`config.mk`:
```
export PLATFORM = sky130hd
export DESIGN_NAME = ex_operand_stage_flat
export DESIGN_NICKNAME = d
export VERILOG_FILES = /design/src/rtl/ex_operand_if.sv /design/src/rtl/ex_operand_stage.sv /design/src/flat_wrapper.sv
export SDC_FILE = /design/constraint.sdc
export NUM_CORES = 1
export LEC_CHECK = 0
export BUFFER_PORTS_ARGS = -buffer_cell sky130_fd_sc_hd__buf_4
export CAP_MARGIN = 25
export CORE_AREA = 2 2 115 95
export CTS_CLUSTER_DIAMETER = 80
export CTS_CLUSTER_SIZE = 20
export DETAILED_ROUTE_END_ITERATION = 6
export DIE_AREA = 0 0 117 97
export GPL_TIMING_DRIVEN = 0
export SLEW_MARGIN = 20
export SYNTH_ARGS = -nofsm -noshare
export SYNTH_HDL_FRONTEND = slang
export SYNTH_SLANG_ARGS = --single-unit
```
`constraint.sdc`:
```
create_clock -name clk -period 5 [get_ports clk]
set_clock_uncertainty 0.2 [all_clocks]
set_input_delay 1 -clock clk [delete_from_list [all_inputs] [get_ports clk]]
set_output_delay 1 -clock clk [all_outputs]
set_load 0.01 [all_outputs]
```
`src/rtl/ex_operand_if.sv`:
```
// Bundle of ID-stage, forwarding, flag and ALU-side signals around the EX operand stage.
// The master drives the ID/forwarding inputs; the slave is the stage itself.
interface ex_operand_if #(
  parameter int DATA_W  = 16,
  parameter int IDX_W   = 3,
  parameter int FLAGS_W = 3
);
  logic               stall;
  logic               flush;
  logic               id_valid;
  logic [3:0]         id_opcode;
  logic [DATA_W-1:0]  id_rdata_a;
  logic [DATA_W-1:0]  id_rdata_b;
  logic [IDX_W-1:0]   id_ra_idx;
  logic [IDX_W-1:0]   id_rb_idx;
  logic [DATA_W-1:0]  id_imm;
  logic               id_use_imm;
  logic               id_wr_en;
  logic [IDX_W-1:0]   id_wr_idx;
  logic               id_flag_we;
  logic               exm_wr_en;
  logic [IDX_W-1:0]   exm_wr_idx;
  logic [DATA_W-1:0]  exm_result;
  logic               wb_wr_en;
  logic [IDX_W-1:0]   wb_wr_idx;
  logic [DATA_W-1:0]  wb_result;
  logic [FLAGS_W-1:0] alu_flags;
  logic [3:0]         alu_opcode;
  logic [DATA_W-1:0]  alu_operand_a;
  logic [DATA_W-1:0]  alu_operand_b;
  logic               ex_valid;
  logic               ex_wr_en;
  logic [IDX_W-1:0]   ex_wr_idx;
  logic [FLAGS_W-1:0] flags_q;

  modport master (
    output stall, flush, id_valid, id_opcode, id_rdata_a, id_rdata_b, id_ra_idx, id_rb_idx,
           id_imm, id_use_imm, id_wr_en, id_wr_idx, id_flag_we,
           exm_wr_en, exm_wr_idx, exm_result, wb_wr_en, wb_wr_idx, wb_result, alu_flags,
    input  alu_opcode, alu_operand_a, alu_operand_b, ex_valid, ex_wr_en, ex_wr_idx, flags_q
  );

  modport slave (
    input  stall, flush, id_valid, id_opcode, id_rdata_a, id_rdata_b, id_ra_idx, id_rb_idx,
           id_imm, id_use_imm, id_wr_en, id_wr_idx, id_flag_we,
           exm_wr_en, exm_wr_idx, exm_result, wb_wr_en, wb_wr_idx, wb_result, alu_flags,
    output alu_opcode, alu_operand_a, alu_operand_b, ex_valid, ex_wr_en, ex_wr_idx, flags_q
  );
endinterface

```
`src/rtl/ex_operand_stage.sv`:
```
// ID/EX pipeline register with combinational operand forwarding into the ALU
// and the architectural {NF,ZF,CF} flags register.
module ex_operand_stage #(
  parameter int DATA_W  = 16,
  parameter int IDX_W   = 3,
  parameter int FLAGS_W = 3,
  parameter bit R0_ZERO = 1'b1
) (
  input logic          clk,
  input logic          rst,
  ex_operand_if.slave  bus
);

  typedef struct packed {
    logic              valid;
    logic [3:0]        opcode;
    logic [DATA_W-1:0] rdata_a;
    logic [DATA_W-1:0] rdata_b;
    logic [IDX_W-1:0]  ra_idx;
    logic [IDX_W-1:0]  rb_idx;
    logic [DATA_W-1:0] imm;
    logic              use_imm;
    logic              wr_en;
    logic [IDX_W-1:0]  wr_idx;
    logic              flag_we;
  } idex_t;

  idex_t              r_ex;
  idex_t              w_load;
  logic [FLAGS_W-1:0] r_flags;

  logic w_a_zero, w_a_exm, w_a_wb;
  logic w_b_zero, w_b_exm, w_b_wb;
  logic [DATA_W-1:0] w_operand_a;
  logic [DATA_W-1:0] w_operand_b;

  // Control bits are qualified by id_valid so an invalid slot can never write.
  always_comb begin
    w_load         = '0;
    w_load.valid   = bus.id_valid;
    w_load.opcode  = bus.id_opcode;
    w_load.rdata_a = bus.id_rdata_a;
    w_load.rdata_b = bus.id_rdata_b;
    w_load.ra_idx  = bus.id_ra_idx;
    w_load.rb_idx  = bus.id_rb_idx;
    w_load.imm     = bus.id_imm;
    w_load.use_imm = bus.id_use_imm;
    w_load.wr_en   = bus.id_wr_en & bus.id_valid;
    w_load.wr_idx  = bus.id_wr_idx;
    w_load.flag_we = bus.id_flag_we & bus.id_valid;
  end

  // NOTE: non-blocking assignments for all state so every register samples pre-edge values.
  always_ff @(posedge clk) begin
    if (rst) begin
      r_ex    <= '0;
      r_flags <= '0;
    end else begin
      // Flags follow the instruction leaving EX, independent of flush.
      if (r_ex.valid && r_ex.flag_we && !bus.stall)
        r_flags <= bus.alu_flags;
      if (bus.flush)
        r_ex <= '0;
      else if (!bus.stall)
        r_ex <= w_load;
    end
  end

  // EX/MEM is checked before MEM/WB because it carries the younger result.
  assign w_a_zero = R0_ZERO && (r_ex.ra_idx == '0);
  assign w_a_exm  = bus.exm_wr_en && (bus.exm_wr_idx == r_ex.ra_idx);
  assign w_a_wb   = bus.wb_wr_en  && (bus.wb_wr_idx  == r_ex.ra_idx);
  assign w_b_zero = R0_ZERO && (r_ex.rb_idx == '0);
  assign w_b_exm  = bus.exm_wr_en && (bus.exm_wr_idx == r_ex.rb_idx);
  assign w_b_wb   = bus.wb_wr_en  && (bus.wb_wr_idx  == r_ex.rb_idx);

  always_comb begin
    w_operand_a = r_ex.rdata_a;
    if (w_a_zero)     w_operand_a = '0;
    else if (w_a_exm) w_operand_a = bus.exm_result;
    else if (w_a_wb)  w_operand_a = bus.wb_result;
  end

  always_comb begin
    w_operand_b = r_ex.rdata_b;
    if (r_ex.use_imm) w_operand_b = r_ex.imm;
    else if (w_b_zero) w_operand_b = '0;
    else if (w_b_exm)  w_operand_b = bus.exm_result;
    else if (w_b_wb)   w_operand_b = bus.wb_result;
  end

  assign bus.alu_opcode    = r_ex.opcode;
  assign bus.alu_operand_a = w_operand_a;
  assign bus.alu_operand_b = w_operand_b;
  assign bus.ex_valid      = r_ex.valid;
  assign bus.ex_wr_en      = r_ex.wr_en & r_ex.valid;
  assign bus.ex_wr_idx     = r_ex.wr_idx;
  assign bus.flags_q       = r_flags;

endmodule

```
`src/flat_wrapper.sv`:
```
// flat-port wrapper written by rule: the top's interface ports become plain ports
module ex_operand_stage_flat 
#(
  parameter int DATA_W  = 16,
  parameter int IDX_W   = 3,
  parameter int FLAGS_W = 3,
  parameter bit R0_ZERO = 1'b1
)
  (clk, rst, bus_stall, bus_flush, bus_id_valid, bus_id_opcode, bus_id_rdata_a, bus_id_rdata_b, bus_id_ra_idx, bus_id_rb_idx, bus_id_imm, bus_id_use_imm, bus_id_wr_en, bus_id_wr_idx, bus_id_flag_we, bus_exm_wr_en, bus_exm_wr_idx, bus_exm_result, bus_wb_wr_en, bus_wb_wr_idx, bus_wb_result, bus_alu_flags, bus_alu_opcode, bus_alu_operand_a, bus_alu_operand_b, bus_ex_valid, bus_ex_wr_en, bus_ex_wr_idx, bus_flags_q);
  ex_operand_if #(.DATA_W(DATA_W), .IDX_W(IDX_W), .FLAGS_W(FLAGS_W)) bus_i ();
  input logic clk;
  input logic rst;
  input wire logic [$bits(bus_i.stall)-1:0] bus_stall;
  input wire logic [$bits(bus_i.flush)-1:0] bus_flush;
  input wire logic [$bits(bus_i.id_valid)-1:0] bus_id_valid;
  input wire logic [$bits(bus_i.id_opcode)-1:0] bus_id_opcode;
  input wire logic [$bits(bus_i.id_rdata_a)-1:0] bus_id_rdata_a;
  input wire logic [$bits(bus_i.id_rdata_b)-1:0] bus_id_rdata_b;
  input wire logic [$bits(bus_i.id_ra_idx)-1:0] bus_id_ra_idx;
  input wire logic [$bits(bus_i.id_rb_idx)-1:0] bus_id_rb_idx;
  input wire logic [$bits(bus_i.id_imm)-1:0] bus_id_imm;
  input wire logic [$bits(bus_i.id_use_imm)-1:0] bus_id_use_imm;
  input wire logic [$bits(bus_i.id_wr_en)-1:0] bus_id_wr_en;
  input wire logic [$bits(bus_i.id_wr_idx)-1:0] bus_id_wr_idx;
  input wire logic [$bits(bus_i.id_flag_we)-1:0] bus_id_flag_we;
  input wire logic [$bits(bus_i.exm_wr_en)-1:0] bus_exm_wr_en;
  input wire logic [$bits(bus_i.exm_wr_idx)-1:0] bus_exm_wr_idx;
  input wire logic [$bits(bus_i.exm_result)-1:0] bus_exm_result;
  input wire logic [$bits(bus_i.wb_wr_en)-1:0] bus_wb_wr_en;
  input wire logic [$bits(bus_i.wb_wr_idx)-1:0] bus_wb_wr_idx;
  input wire logic [$bits(bus_i.wb_result)-1:0] bus_wb_result;
  input wire logic [$bits(bus_i.alu_flags)-1:0] bus_alu_flags;
  output wire logic [$bits(bus_i.alu_opcode)-1:0] bus_alu_opcode;
  output wire logic [$bits(bus_i.alu_operand_a)-1:0] bus_alu_operand_a;
  output wire logic [$bits(bus_i.alu_operand_b)-1:0] bus_alu_operand_b;
  output wire logic [$bits(bus_i.ex_valid)-1:0] bus_ex_valid;
  output wire logic [$bits(bus_i.ex_wr_en)-1:0] bus_ex_wr_en;
  output wire logic [$bits(bus_i.ex_wr_idx)-1:0] bus_ex_wr_idx;
  output wire logic [$bits(bus_i.flags_q)-1:0] bus_flags_q;
  assign bus_i.stall = bus_stall;
  assign bus_i.flush = bus_flush;
  assign bus_i.id_valid = bus_id_valid;
  assign bus_i.id_opcode = bus_id_opcode;
  assign bus_i.id_rdata_a = bus_id_rdata_a;
  assign bus_i.id_rdata_b = bus_id_rdata_b;
  assign bus_i.id_ra_idx = bus_id_ra_idx;
  assign bus_i.id_rb_idx = bus_id_rb_idx;
  assign bus_i.id_imm = bus_id_imm;
  assign bus_i.id_use_imm = bus_id_use_imm;
  assign bus_i.id_wr_en = bus_id_wr_en;
  assign bus_i.id_wr_idx = bus_id_wr_idx;
  assign bus_i.id_flag_we = bus_id_flag_we;
  assign bus_i.exm_wr_en = bus_exm_wr_en;
  assign bus_i.exm_wr_idx = bus_exm_wr_idx;
  assign bus_i.exm_result = bus_exm_result;
  assign bus_i.wb_wr_en = bus_wb_wr_en;
  assign bus_i.wb_wr_idx = bus_wb_wr_idx;
  assign bus_i.wb_result = bus_wb_result;
  assign bus_i.alu_flags = bus_alu_flags;
  assign bus_alu_opcode = bus_i.alu_opcode;
  assign bus_alu_operand_a = bus_i.alu_operand_a;
  assign bus_alu_operand_b = bus_i.alu_operand_b;
  assign bus_ex_valid = bus_i.ex_valid;
  assign bus_ex_wr_en = bus_i.ex_wr_en;
  assign bus_ex_wr_idx = bus_i.ex_wr_idx;
  assign bus_flags_q = bus_i.flags_q;
  ex_operand_stage #(.DATA_W(DATA_W), .IDX_W(IDX_W), .FLAGS_W(FLAGS_W), .R0_ZERO(R0_ZERO)) u_core (.clk(clk), .rst(rst), .bus(bus_i));
endmodule
```
==> flow_summary_export.csv <==
group,metric,value,unit
run_status,status,"complete, no violations",
grt,grt_use_met1,26.8,%
worst_setup_path,cp-end-kind,"primary output",
worst_setup_path,cp_max_fo,10,
drt,drtAntennaViolNets,0,
hold_path,hold_path.class,"register to register",
clock_network,cts.sinks,68,
grt,grt_overflow,0,
grt,grt_pass1_vias,3238,
timing,setup_viol,0,
worst_setup_path,critPathKind,"primary input to primary output",
flow_run,drv_cap,0,
clock_network,clock_latency,320,ps
power_and_ir_drop,power_frac_seq,38.7,%
power_and_ir_drop,power_density,286,nW/um^2
yosys,ys_seq_area_share,38.8,%
placed_design,gp_congestion,0.831,
worst_setup_path,rr_endpoint,"u_core.r_ex[5]",
clock_network,root_buffer,"clkbuf_16",
drt,drt-total-wl,11400,um
drt,via_per_inst,4.69,
placed_design,io_buffers,155,
power_and_ir_drop,max-vdd-ir-drop,0.139,mV
die,rows,33,
timing,finalHoldViolCount,0,
drt,drt_iter0_markers,160,
die,die_w,117,um
grt,grt_pass1_wl,17300,um
grt,grtUsageMet2,32.1,%
clock_network,postCtsSetupBuffers,0,
yosys,synth_nets,486,
power_and_ir_drop,power_frac_comb,15.3,%
clock_network,cts_tree,"built",
power_and_ir_drop,p_int,1120,uW
power_and_ir_drop,switching_share,24.1,%
power_and_ir_drop,p_clk_share,46.0,%
clock_network,path_clk_slew,60,ps
power_and_ir_drop,p_switching,356,uW
cells_and_area,n_antenna_cell,0,
worst_setup_path,cp-startpoint,"bus_wb_wr_idx[2]",
yosys,synth_area_leaders,"dfxtp_1, mux2i_1, nor2_1, o211ai_2, a211oi_1",
die,io_pins,156,
drt,wl_per_cell,16.6,um
grt,grt_max_degree,13,
timing,drv_slew,0,
clock_network,hold_buffers,0,
die,core_area,10100,um^2
timing,fin_crit,3780,ps
drt,vias,3214,
drt,drcViolationCount,0,
yosys,synth_area_per_cell,9.38,um^2
die,dieArea,11300,um^2
worst_setup_path,crit_arrival,2580,ps
grt,track_usage,19.8,%
die,die_y,97,um
yosys,ys_seq_elements,68,
timing,setup_slack,1220,ps
grt,antenna_found_initial,0,
cells_and_area,area_delta_synth_final,47.2,%
timing,timing.final.crit_share,75.7,%
timing,fin_tns_setup,0,ps
yosys,syn_inst,374,
timing,grt_setup_unrepaired,"false",
grt,busiest_layer,"met2",
yosys,synth_cell_types,27,
clock_network,clock_path_buffers,2,
worst_setup_path,reg2reg_depth,3,
yosys,yosys_warnings,0,
clock_network,h-tree-depth,3,
timing,slew_headroom,41.0,%
yosys,netlist.area_leader.share,38.8,%
cells_and_area,fin_util,51.0,%
timing,fmax,264,MHz
clock_network,cts_resized,0,
yosys,synth.cell_area,3510,um^2
placed_design,dp_slack,1230,ps
worst_setup_path,crit_end,"bus_alu_operand_b[5]",
die,initial_utilization,34.7,%
clock_network,cts_buffers,9,
cells_and_area,drive_above_1_share,37.4,%
drt,first_pass_iters,5,
worst_setup_path,rrSetupSlack,3870,ps
power_and_ir_drop,power,1480,uW
worst_setup_path,crit_required,3800,ps
worst_setup_path,r2r_start,"u_core.r_ex[5]",
timing,worst_pin_slew,878,ps
placed_design,dpl.hpwl,9250,um
worst_setup_path,critPathLaunchType,"primary input",
timing,whs,302,ps
yosys,yosys.area.top_type,"dfxtp_1",
grt,grtUsageMet3,3.70,%
cells_and_area,nets,652,
power_and_ir_drop,p_leak,0.00256,uW
[cell families (layout without fill, tap and decap cells)]
| logic type | Yosys count | in the layout | share of synthesized area (%) |
|---|---|---|---|
| mux | 97 | 97 | 27.7 |
| flops | 68 | 68 | 38.8 |
| buf+inv | 34 | 205 | 5.78 |
| xor+xnor | 12 | 12 | 3.00 |
| simple gates | 128 | 128 | 15.9 |
| compound gates | 35 | 35 | 8.85 |
[sequential cells by signal, summed over array words and instances, names as in the netlist]
name                   count
u_core.bus.alu_opcode      4
u_core.bus.ex_wr_idx       3
u_core.bus.flags_q         3
u_core.bus.ex_valid        1
u_core.r_ex               57
[power by group through the flow]
stage / Sequential, uW / Clock (uW) / Combinational [uW]
detailed placement: 583 / 0 / 227
global placement: 582 / 0 / 224
finish: 571 / 678 / 226
global route: 573 / 707 / 244
CTS: 571 / 689 / 228
floorplan: 578 / 0 / 115
[worst min path at each step]
| stage | slack (ps) | end | cells after the start | from |
|---|---|---|---|---|
| after CTS | 300 | u_core.r_ex[8] | 2 | u_core.r_ex[8] |
| after detailed placement | 290 | u_core.r_ex[15] | 2 | u_core.r_ex[15] |
| final | 300 | u_core.bus.alu_opcode[0] | 2 | u_core.bus.alu_opcode[0] |
| after floorplan | 260 | u_core.r_ex[28] | 2 | u_core.r_ex[28] |
| after global routing | 320 | u_core.r_ex[6] | 2 | u_core.r_ex[6] |
| after global placement | 280 | u_core.r_ex[15] | 2 | u_core.r_ex[15] |
[worst max-delay path: stages]
cell      delay [ps]
buf_4            120
xnor2_1          160
nand4_2          350
buf_2            370
mux2i_1          320
o211ai_2         100
buf_4            150
[area by class of cell]
cell class / count / area [um^2]
fill: 1008 / 4950
buffer: 34 / 203
sequential: 68 / 1360
timing repair buffer: 155 / 1160
clock inverter: 6 / 88.8
clock buffer: 10 / 229
tap: 140 / 175
multi-input combinational: 272 / 1940
[stage by stage]
stage / std cells / cell area [um^2]
after floorplan: 374 / 3510
after global placement: 669 / 4850
after detailed placement: 669 / 4850
after CTS: 685 / 5160
after global routing: 685 / 5160
final: 685 / 5160
[Yosys cell counts, drive strengths merged]
master	number
a211oi	16
a21oi	1
a22oi	2
and2	1
and4	1
buf	21
clkbuf	13
dfxtp	68
mux2i	97
nand2	16
nand2b	1
nand3	16
nand3b	1
nand4	3
nor2	85
nor2b	1
nor3	2
o211ai	16
or2	1
xnor2	12
[metal layers]
metal / vias to the layer above / part of all wire [%]
met5: - / 0
met4: 0 / 1.5
met3: 12 / 3.6
met2: 72 / 48
met1: 1502 / 47
li1: 1628 / -
[cell usage in the layout, fill, tap and decap left out]
| master | n |
|---|---|
| o211ai_2 | 10 |
| mux2i_1 | 97 |
| clkbuf_16 | 9 |
| nand2b_4 | 1 |
| buf_1 | 2 |
| buf_12 | 1 |
| buf_6 | 3 |
| dfxtp_1 | 68 |
| nor2b_1 | 1 |
| bufinv_16 | 2 |
| nor3_1 | 2 |
| nand4_2 | 2 |
| a211oi_1 | 16 |
| clkinv_2 | 1 |
| nand3_1 | 16 |
| a21oi_1 | 1 |
| nor2_1 | 84 |
| buf_4 | 162 |
| buf_2 | 8 |
| nand4_1 | 1 |
| nand2_1 | 16 |
| and2_1 | 1 |
| nor2_4 | 1 |
| clkinv_4 | 1 |
| clkinvlp_4 | 2 |
| xnor2_1 | 12 |
| o211ai_1 | 6 |
| nand3b_1 | 1 |
| or2_2 | 1 |
| a22oi_1 | 2 |
| clkbuf_1 | 14 |
| and4_1 | 1 |
No activity file was read; power rests on OpenSTA's default activity.
